[config.mk]
export PLATFORM = sky130hd
export DESIGN_NAME = char_ram_writer
export DESIGN_NICKNAME = d
export VERILOG_FILES = /design/src/rtl/char_ram_writer.sv
export SDC_FILE = /design/constraint.sdc
export NUM_CORES = 1
export LEC_CHECK = 0
export ABC_CLOCK_PERIOD_IN_PS = 6300
export BUFFER_PORTS_ARGS = -buffer_cell sky130_fd_sc_hd__buf_2
export CORE_MARGIN = 2
export CORE_UTILIZATION = 50
export CTS_BUF_LIST = sky130_fd_sc_hd__clkbuf_16
export DETAILED_ROUTE_END_ITERATION = 8
export PLACE_DENSITY = 0.72
export SYNTH_ARGS = -nofsm -noshare
export SYNTH_HDL_FRONTEND = slang
export SYNTH_SLANG_ARGS = --single-unit
[constraint.sdc]
create_clock -name clk -period 6.3 [get_ports clk]
set_clock_uncertainty 0.1 [all_clocks]
set_input_delay 0.63 -clock clk [delete_from_list [all_inputs] [get_ports clk]]
set_output_delay 0.63 -clock clk [all_outputs]
set_load 0.005 [all_outputs]
[src/rtl/char_ram_writer.sv]
// char_ram_writer
// Converts an ASCII/control byte stream into write cycles for the 1024-entry
// character RAM. Tracks a row/column cursor, and blanks the whole RAM after
// reset and on form feed (0x0C).
// Optional feature: define CHAR_WR_HEX_EN so that byte 0x01 prints the
// following byte as two upper-case hex digits.

module char_ram_writer #(
  parameter int         COLS  = 48,
  parameter int         ROWS  = 16,
  parameter logic [7:0] BLANK = 8'h20
) (
  input  logic       clk,
  input  logic       reset_n,
  input  logic [7:0] in_data,
  input  logic       in_valid,
  output logic       in_ready,
  output logic [9:0] ram_Adr,
  output logic [7:0] ram_Data,
  output logic       write_Ram,
  output logic       busy
);

  localparam logic [5:0] LAST_COL = 6'(COLS - 1);
  localparam logic [3:0] LAST_ROW = 4'(ROWS - 1);
  localparam logic [9:0] LAST_ADR = 10'd1023;

  localparam logic [7:0] CH_BS  = 8'h08;
  localparam logic [7:0] CH_LF  = 8'h0A;
  localparam logic [7:0] CH_FF  = 8'h0C;
  localparam logic [7:0] CH_CR  = 8'h0D;
  localparam logic [7:0] CH_DEL = 8'h7F;
`ifdef CHAR_WR_HEX_EN
  localparam logic [7:0] CH_HEX = 8'h01;
`endif

`ifdef CHAR_WR_HEX_EN
  typedef enum logic [1:0] {
    S_CLEAR   = 2'd0,
    S_IDLE    = 2'd1,
    S_HEX_ARG = 2'd2,
    S_HEX_LO  = 2'd3
  } state_t;
`else
  typedef enum logic [1:0] {
    S_CLEAR = 2'd0,
    S_IDLE  = 2'd1
  } state_t;
`endif

  state_t     state;
  state_t     next_state;

  logic [5:0] col;
  logic [3:0] row;
  logic [5:0] col_nxt;
  logic [3:0] row_nxt;
  logic [9:0] clr_cnt;
  logic       clr_done;

  logic       accept;
  logic       is_print;
  logic [5:0] adv_col;
  logic [3:0] adv_row;
  logic [3:0] row_inc;
  logic [5:0] col_dec;

  logic       wr_req;
  logic [9:0] wr_adr;
  logic [7:0] wr_data;

`ifdef CHAR_WR_HEX_EN
  logic [3:0] hex_lo;

  function automatic logic [7:0] hex_digit(input logic [3:0] nib);
    if (nib < 4'd10) return 8'h30 + {4'h0, nib};
    return 8'h37 + {4'h0, nib};
  endfunction
`endif

  assign accept   = in_valid && in_ready;
  assign clr_done = (state == S_CLEAR) && (clr_cnt == LAST_ADR);

  // Printable is 0x20..0x7E plus the whole upper half; DEL is just a control byte.
  assign is_print = (in_data >= 8'h20) && (in_data != CH_DEL);

  // Cursor arithmetic shared by every path that advances or steps back.
  always_comb begin
    row_inc = (row == LAST_ROW) ? 4'd0 : row + 4'd1;
    adv_col = (col == LAST_COL) ? 6'd0 : col + 6'd1;
    adv_row = (col == LAST_COL) ? row_inc : row;
    col_dec = col - 6'd1;
  end

  // FSM state register; reset always lands in CLEAR so the screen is blanked.
  always_ff @(posedge clk or negedge reset_n) begin
    if (!reset_n) begin
      state <= S_CLEAR;
    end else begin
      state <= next_state;
    end
  end

  // FSM next-state logic.
  always_comb begin
    next_state = state;
    case (state)
      S_CLEAR: begin
        if (clr_done) next_state = S_IDLE;
      end
      S_IDLE: begin
        if (accept) begin
          if (in_data == CH_FF) begin
            next_state = S_CLEAR;
          end
`ifdef CHAR_WR_HEX_EN
          else if (in_data == CH_HEX) begin
            next_state = S_HEX_ARG;
          end
`endif
        end
      end
`ifdef CHAR_WR_HEX_EN
      S_HEX_ARG: begin
        if (accept) next_state = S_HEX_LO;
      end
      S_HEX_LO: begin
        next_state = S_IDLE;
      end
`endif
      default: next_state = S_CLEAR;
    endcase
  end

  // FSM outputs: bytes are only taken in states that are waiting for one.
  always_comb begin
    in_ready = 1'b0;
    case (state)
      S_IDLE:    in_ready = 1'b1;
`ifdef CHAR_WR_HEX_EN
      S_HEX_ARG: in_ready = 1'b1;
`endif
      default:   in_ready = 1'b0;
    endcase
  end

  // Next cursor position for the current state and accepted byte.
  always_comb begin
    col_nxt = col;
    row_nxt = row;
    case (state)
      S_CLEAR: begin
        if (clr_done) begin
          col_nxt = 6'd0;
          row_nxt = 4'd0;
        end
      end
      S_IDLE: begin
        if (accept) begin
          if (is_print) begin
            col_nxt = adv_col;
            row_nxt = adv_row;
          end else if (in_data == CH_CR) begin
            col_nxt = 6'd0;
          end else if (in_data == CH_LF) begin
            col_nxt = 6'd0;
            row_nxt = row_inc;
          end else if ((in_data == CH_BS) && (col != 6'd0)) begin
            col_nxt = col_dec;
          end
        end
      end
`ifdef CHAR_WR_HEX_EN
      S_HEX_ARG: begin
        if (accept) begin
          col_nxt = adv_col;
          row_nxt = adv_row;
        end
      end
      S_HEX_LO: begin
        col_nxt = adv_col;
        row_nxt = adv_row;
      end
`endif
      default: begin
        col_nxt = col;
        row_nxt = row;
      end
    endcase
  end

  // Write request for this cycle; it is registered onto the RAM port below.
  always_comb begin
    wr_req  = 1'b0;
    wr_adr  = {row, col};
    wr_data = in_data;
    case (state)
      S_CLEAR: begin
        wr_req  = 1'b1;
        wr_adr  = clr_cnt;
        wr_data = BLANK;
      end
      S_IDLE: begin
        if (accept) begin
          if (is_print) begin
            wr_req = 1'b1;
          end else if ((in_data == CH_BS) && (col != 6'd0)) begin
            wr_req  = 1'b1;
            wr_adr  = {row, col_dec};
            wr_data = BLANK;
          end
        end
      end
`ifdef CHAR_WR_HEX_EN
      S_HEX_ARG: begin
        if (accept) begin
          wr_req  = 1'b1;
          wr_data = hex_digit(in_data[7:4]);
        end
      end
      S_HEX_LO: begin
        wr_req  = 1'b1;
        wr_data = hex_digit(hex_lo);
      end
`endif
      default: begin
        wr_req = 1'b0;
      end
    endcase
  end

  // Cursor register.
  always_ff @(posedge clk or negedge reset_n) begin
    if (!reset_n) begin
      col <= 6'd0;
      row <= 4'd0;
    end else begin
      col <= col_nxt;
      row <= row_nxt;
    end
  end

  // Clear address counter; wraps back to 0 on its own after the last blank write.
  always_ff @(posedge clk or negedge reset_n) begin
    if (!reset_n) begin
      clr_cnt <= 10'd0;
    end else if (state == S_CLEAR) begin
      clr_cnt <= clr_cnt + 10'd1;
    end else if ((state == S_IDLE) && accept && (in_data == CH_FF)) begin
      clr_cnt <= 10'd0;
    end
  end

`ifdef CHAR_WR_HEX_EN
  // Low nibble is held for the second digit printed one cycle later.
  always_ff @(posedge clk or negedge reset_n) begin
    if (!reset_n) begin
      hex_lo <= 4'd0;
    end else if ((state == S_HEX_ARG) && accept) begin
      hex_lo <= in_data[3:0];
    end
  end
`endif

  // Registered RAM write port; the strobe is a single-cycle pulse per write.
  always_ff @(posedge clk or negedge reset_n) begin
    if (!reset_n) begin
      ram_Adr   <= 10'd0;
      ram_Data  <= 8'd0;
      write_Ram <= 1'b0;
    end else begin
      write_Ram <= wr_req;
      if (wr_req) begin
        ram_Adr  <= wr_adr;
        ram_Data <= wr_data;
      end
    end
  end

  // Busy follows the state we are entering, so it drops with the final clear write.
  always_ff @(posedge clk or negedge reset_n) begin
    if (!reset_n) begin
      busy <= 1'b0;
    end else begin
      busy <= (next_state == S_CLEAR);
    end
  end

endmodule

==> results of run 1 <==
## critical path: stages, from the launching register on
cell	delay [ns]
dfrtp_1	0.54
nand2b_1	0.40
clkinv_1	0.35
and2_1	0.29
nor2_1	0.25
a31o_2	0.23
mux2_2	0.34
## state kept, by name (all words and copies together) (netlist names)
register / flops
busy: 1
clr_cnt: 10
col: 6
ram_Adr: 10
ram_Data: 8
row: 4
state: 2
write_Ram: 1
## per-stage QoR
stage / utilization / cell area, sq um / setup WS, ns / total power [mW] / cells
5_1_grt: 0.595 / 2830 / 3.56 / 0.656 / 365
2_1_floorplan: - / 2500 / 3.89 / 0.353 / 270
3_5_place_dp: 0.566 / 2690 / 3.49 / 0.389 / 358
3_3_place_gp: 0.566 / 2690 / 3.55 / 0.386 / 358
4_1_cts: 0.595 / 2830 / 3.73 / 0.632 / 365
6_report: 0.595 / 2830 / 3.67 / 0.629 / 365
## how the worst max path moves through the flow
stage,endpoint,slack (ns),depth (start not counted)
3_5_place_dp,ram_Adr[3],3.49,7
2_1_floorplan,ram_Adr[3],3.89,6
6_report,col[0],3.67,6
3_3_place_gp,ram_Adr[3],3.55,7
4_1_cts,col[0],3.73,6
5_1_grt,clr_cnt[7],3.56,5
## logic make-up after synthesis
kind of cell / Yosys count
other cells: 1
simple gates: 104
buf+inv: 22
mux: 8
fa+ha+maj: 5
compound gates: 85
xor+xnor: 3
flops: 42
## cell usage after synthesis, types with 5 or more instances
master     n  area, sq um
clkbuf_1   5         18.8
inv_1      8         30.0
dfrtp_1   42         1050
ha_1       5         62.6
nand2_1   24         90.1
and3_1     6         37.5
a22o_1     5         43.8
nor2_1    18         67.6
o211ai_1   5         37.5
nor3_1     9         45.0
a21oi_1   16         80.1
o21ai_0   21          105
nand3_1   15         75.1
## per-layer routing
metal / global-route usage / share of wire / routed length, um
met1: 0.318 / 0.46 / 2840
met5: 0 / 0 / 0
met2: 0.383 / 0.49 / 3010
met3: 0.0469 / 0.037 / 229
met4: 0.0813 / 0.016 / 102
## cells in the final DEF, fill, tap and decap left out, types with 5 or more instances in the layout
cell type   n
a21oi_1    16
a22o_1      5
and3_1      6
buf_2      31
clkbuf_16   5
dfrtp_1    42
ha_1        5
inv_1       9
nand2_1    24
nand3_1    15
nor2_1     18
nor3_1      9
o211ai_1    5
o21ai_0    21
## layout make-up
cell class | instances | area, sq um | share of cell area
clock inverter | 2 | 11.3 | 0.00398
timing repair buffer | 33 | 170 | 0.0602
tap | 67 | 83.8 | 0.0296
sequential | 42 | 1050 | 0.372
inverter | 10 | 37.5 | 0.0133
multi-input combinational | 206 | 1350 | 0.477
clock buffer | 5 | 125 | 0.0442
## power by group through the flow
stage          registers, mW  clock network (mW)  logic, mW
2_1_floorplan          0.304                   0     0.0491
3_3_place_gp           0.309                   0     0.0769
6_report               0.306               0.245     0.0787
5_1_grt                0.307               0.259     0.0893
4_1_cts                0.305               0.248     0.0790
3_5_place_dp           0.310                   0     0.0787
==> metrics.yaml, run 1 <==
final_layout:
  final_layout_size_suffix_gt1_frac: 0.185
  diodes: 0
  syn2layout_area_growth_pct: 13.3
  fin_nets: 314
  fill_cells: 453
clocking:
  cts_tree: "built"
  cts_hold_buf: 0
  h-tree-depth: 2
  clk_pin_slew_ns: 0.06
  cts_root_buf: "clkbuf_16"
  insertion_delay_ns: 0.28
  numCtsBuffers: 5
  cts.sinks: 42
  post-cts-setup-buffers: 0
  clock_path_buffers: 2
  cts.repair.resized: 0
power_and_ir_drop:
  p_int_mw: 0.463
  p_per_area_mw_per_mm2: 222
  sw_frac_of_total: 0.264
  power_frac_clock: 0.389
  seq_power_share: 0.486
  switchingPower_mw: 0.166
  comb_power_share: 0.125
  power_leakage_nw: 1.26
  vdd_drop_max_mv: 0.124
detailed_routing:
  viasPerCell: 6.10
  drt_iter0_markers: 160
  drt.antenna.violating_nets: 0
  drtPass1Iterations: 4
  wirelength_um: 6180
  vias: 2226
  drc_errors: 0
  avgRoutedWirePerCell_um: 16.9
grt:
  grt_overflow_total: 0
  grt_max_degree: 43
  grt_first_pass_wirelength_um: 10100
  antenna_found_initial: 0
  grt_pass1_vias: 2167
  grt.total_usage: 0.236
floorplanning:
  coreArea_sq_mm: 0.00475
  num_io_pins: 32
  die-area_sq_mm: 0.00557
  die_x_um: 74.7
  initial_core_util: 0.525
  rows: 25
  die_h_um: 74.7
critical_path:
  timing.rr.start: "state[0]"
  r2r_end: "col[0]"
  worst-setup-path-type: "reg2reg"
  reg2reg_slack_ns: 3.67
  cp.required_ns: 6.37
  crit_start: "state[0]"
  arrival_ns: 2.69
  reg2reg_depth: 6
  cp-end-kind: "register"
  critPathLaunchType: "register"
  crit_fanout: 11
yosys:
  synth_top_family_by_area: "compound AO/OA/AOI/OAI gates"
  synth_xor_xnor_area_share: 0.0105
  synthAdderAreaFrac: 0.0251
  synth.distinct_cells: 66
  syn_nets: 286
  synth_ff_type: "dfrtp_1"
  synth-seq-cells: 42
  syn_area_per_cell_sq_um: 9.24
  async_flop_share: 1.00
  syn_area_sq_mm: 0.00250
  ys_seq_area_frac: 0.421
  yosys.area_share.simple: 0.229
  synth_compound_area_frac: 0.239
  yosys_warnings: 0
  synth_cells: 270
  synth_edf_count: 0
  synthMuxAreaShare: 0.0361
placed_design:
  io_buffers: 31
  post-dp-hpwl_um: 4460
  place_congestion: 0.919
timing:
  fin_crit_sh: 0.417
  finalSetupTns_ns: 0
  rsz0062_at_grt: "false"
  hold_viol: 0
  period_minus_slack_ns: 2.63
  drv_slew: 0
  finalSetupViolations: 0
  worst_pin_slew_ns: 0.935
  hold_slack_ns: 0.379
  max_freq_mhz: 381
  slew_headroom: 0.376
status:
  outcome: "finished clean"
flow_run:
  max_cap_violations: 0
min_path:
  hold_path_class: "in2async"
Note: power is estimated with default switching activity, not from simulation.
==> run 2, diff against run 1 <==
ABC_CLOCK_PERIOD_IN_PS = 2600   (was 6300)
clock period = 2.6 ns   (was 6.3 ns; I/O delays follow)
==> run 2 against run 1 <==
Net effect:
- combinational power rose to 2.6 times the previous value
- sequential power is 140% higher
- sequential share of layout area decreased by 1.5 points
- first-iteration DRC count is 6.9% lower
- hold slack got worse by 0.21 ns
- utilization up 2.5 points
- via count increased by 4.6%
==> metrics.yaml, run 2 (synthesis results as in run 1) <==
power_and_ir_drop:
  vdd_drop_max_mv: 0.292  # was 0.124 mV
  finalPower_mw: 1.55  # was 0.629 mW
  power_leakage_nw: 1.34  # was 1.26 nW
  p_per_area_mw_per_mm2: 526  # was 222 mW/mm^2
critical_path:
  critPathLaunchType: "register"  # unchanged
  worst-setup-path-type: "reg2reg"  # unchanged
  worst_path_largest_cell_delay_ns: 0.60  # was 0.54 ns
  cp.required_ns: 2.67  # was 6.37 ns
  critPathSlowestCell: "a2111o_1"  # was dfrtp_1
  cp-end-kind: "register"  # unchanged
  path_cells: "inv_1 > ha_1 > nor2b_1 > a2111o_1 > a21oi_4 > o221ai_2 > mux2_4"  # was nand2b_1 > clkinv_1 > and2_1 > nor2_1 > a31o_2 > mux2_2
  reg2reg_slack_ns: 0.20  # was 3.67 ns
  arrival_ns: 2.47  # was 2.69 ns
  crit_fanout: 9  # was 11
floorplanning:
  die_h_um: 74.7  # unchanged
  die_x_um: 74.7  # unchanged
  die-area_sq_mm: 0.00557  # unchanged
  rows: 25  # unchanged
  initial_core_util: 0.525  # unchanged
  num_io_pins: 32  # unchanged
  coreArea_sq_mm: 0.00475  # unchanged
grt:
  antenna_found_initial: 0  # unchanged
  grt.total_usage: 0.265  # was 0.236
  grt_pass1_vias: 2309  # was 2167
  grt_overflow_total: 0  # unchanged
  grt_first_pass_wirelength_um: 11200  # was 10100 um
  grt_max_degree: 28  # was 43
timing:
  max_freq_mhz: 416  # was 381 MHz
  drv_slew: 0  # unchanged
  finalSetupTns_ns: 0  # unchanged
  finalSetupViolations: 0  # unchanged
  fin_crit_sh: 0.924  # was 0.417
  slew_headroom: 0.593  # was 0.376
  hold_viol: 0  # unchanged
  period_minus_slack_ns: 2.40  # was 2.63 ns
  rsz0062_at_grt: "false"  # unchanged
  worst_pin_slew_ns: 0.611  # was 0.935 ns
placed_design:
  io_buffers: 31  # unchanged
  placed_cells: 372  # was 358
  place_congestion: 0.961  # was 0.919
  post-dp-hpwl_um: 4680  # was 4460 um
detailed_routing:
  drt.antenna.violating_nets: 0  # unchanged
  drt_iter0_markers: 149  # was 160
  viasPerCell: 6.11  # was 6.10
  vias: 2328  # was 2226
  avgRoutedWirePerCell_um: 16.9  # about the same
  drc_errors: 0  # unchanged
  wirelength_um: 6450  # was 6180 um
  drtPass1Iterations: 6  # was 4
final_layout:
  finalNonFillerCells: 381  # was 365
  diodes: 0  # unchanged
  fin_nets: 329  # was 314
  final_core_util: 0.620  # was 0.595
  final_common_cell: "dfrtp_1"  # unchanged
  final_cell_mix: "dfrtp_1 (42), buf_2 (31), nand2_1 (24)"  # unchanged
  final_layout_size_suffix_gt1_frac: 0.223  # was 0.185
  syn2layout_area_growth_pct: 18.1  # was 13.3%
  reg_top3: "clr_cnt (10), ram_Adr (10), ram_Data (8)"  # unchanged
clocking:
  h-tree-depth: 2  # unchanged
  cts_hold_buf: 1  # was 0
  insertion_delay_ns: 0.29  # was 0.28 ns
  numCtsBuffers: 5  # unchanged
  cts.sinks: 42  # unchanged
  cts_root_buf: "clkbuf_16"  # unchanged
  post-cts-setup-buffers: 0  # unchanged
  cts.repair.resized: 0  # unchanged
  clock_path_buffers: 2  # unchanged
  clk_pin_slew_ns: 0.06  # about the same
  cts_tree: "built"  # unchanged
flow_run:
  max_cap_violations: 0  # unchanged
min_path:
  hold_path_class: "in2reg"  # was in2async
status:
  outcome: "finished clean"  # unchanged
## run 2: cell count changes in the layout (fill, tap and decap cells not counted), sizes merged
cell | before | now
inv | 10 | 9
buf | 33 | 47
clkinv | 1 | 3
dlygate4sd3 | 0 | 1
## run 2: worst max-delay path, delay by kind of cell (launching register included)
family	cells	cell delay, ns
flops	1	0.47
simple gates	1	0.16
mux	1	0.26
buf+inv	1	0.13
compound gates	3	0.94
fa+ha+maj	1	0.23
## run 2: metrics by stage
step	setup slack, ns	hold slack [ns]	cell area (sq um)
finish	0.197	0.173	2950
detailed placement	0.237	0.203	2800
global placement	0.298	0.210	2800
floorplan	0.439	-0.136	2500
global route	0.0779	0.224	2950
CTS	0.223	0.172	2950
## run 2: worst paths after layout
path | endpoint | start | depth (start not counted)
worst max-delay path | ram_Adr[3] | col[0] | 7
worst min-delay path | ram_Data[4] | in_data[4] | 3
worst max register to register | ram_Adr[3] | col[0] | 7
worst min register to register | ram_Data[5] | ram_Data[5] | 1
max in group asynchronous | busy | reset_n | 3
min in group asynchronous | col[2] | reset_n | 2
## run 2: layout make-up
type / instances / area [sq um]
flip-flops and latches: 42 / 1050
well taps: 67 / 83.8
clock inverters: 3 / 16.3
inverters: 10 / 37.5
clock buffers: 5 / 125
fillers: 433 / 1810
repair buffers: 48 / 285
multi-input cells: 206 / 1350
## run 2: where the power goes
part	leakage, nW	internal, mW	total (mW)	switching, mW
Clock	0.0672	0.351	0.610	0.259
Combinational	0.722	0.0896	0.206	0.117
Sequential	0.546	0.694	0.737	0.0426
Total	1.34	1.13	1.55	0.418
## run 2: per-layer routing
| metal | up-vias | GRT usage | share of wire |
|---|---|---|---|
| met1 | 1136 | 0.368 | 0.44 |
| met4 | 0 | 0.101 | 0.020 |
| met3 | 11 | 0.0455 | 0.054 |
| met5 | - | 0 | 0 |
| li1 | 1098 | - | - |
| met2 | 83 | 0.418 | 0.49 |
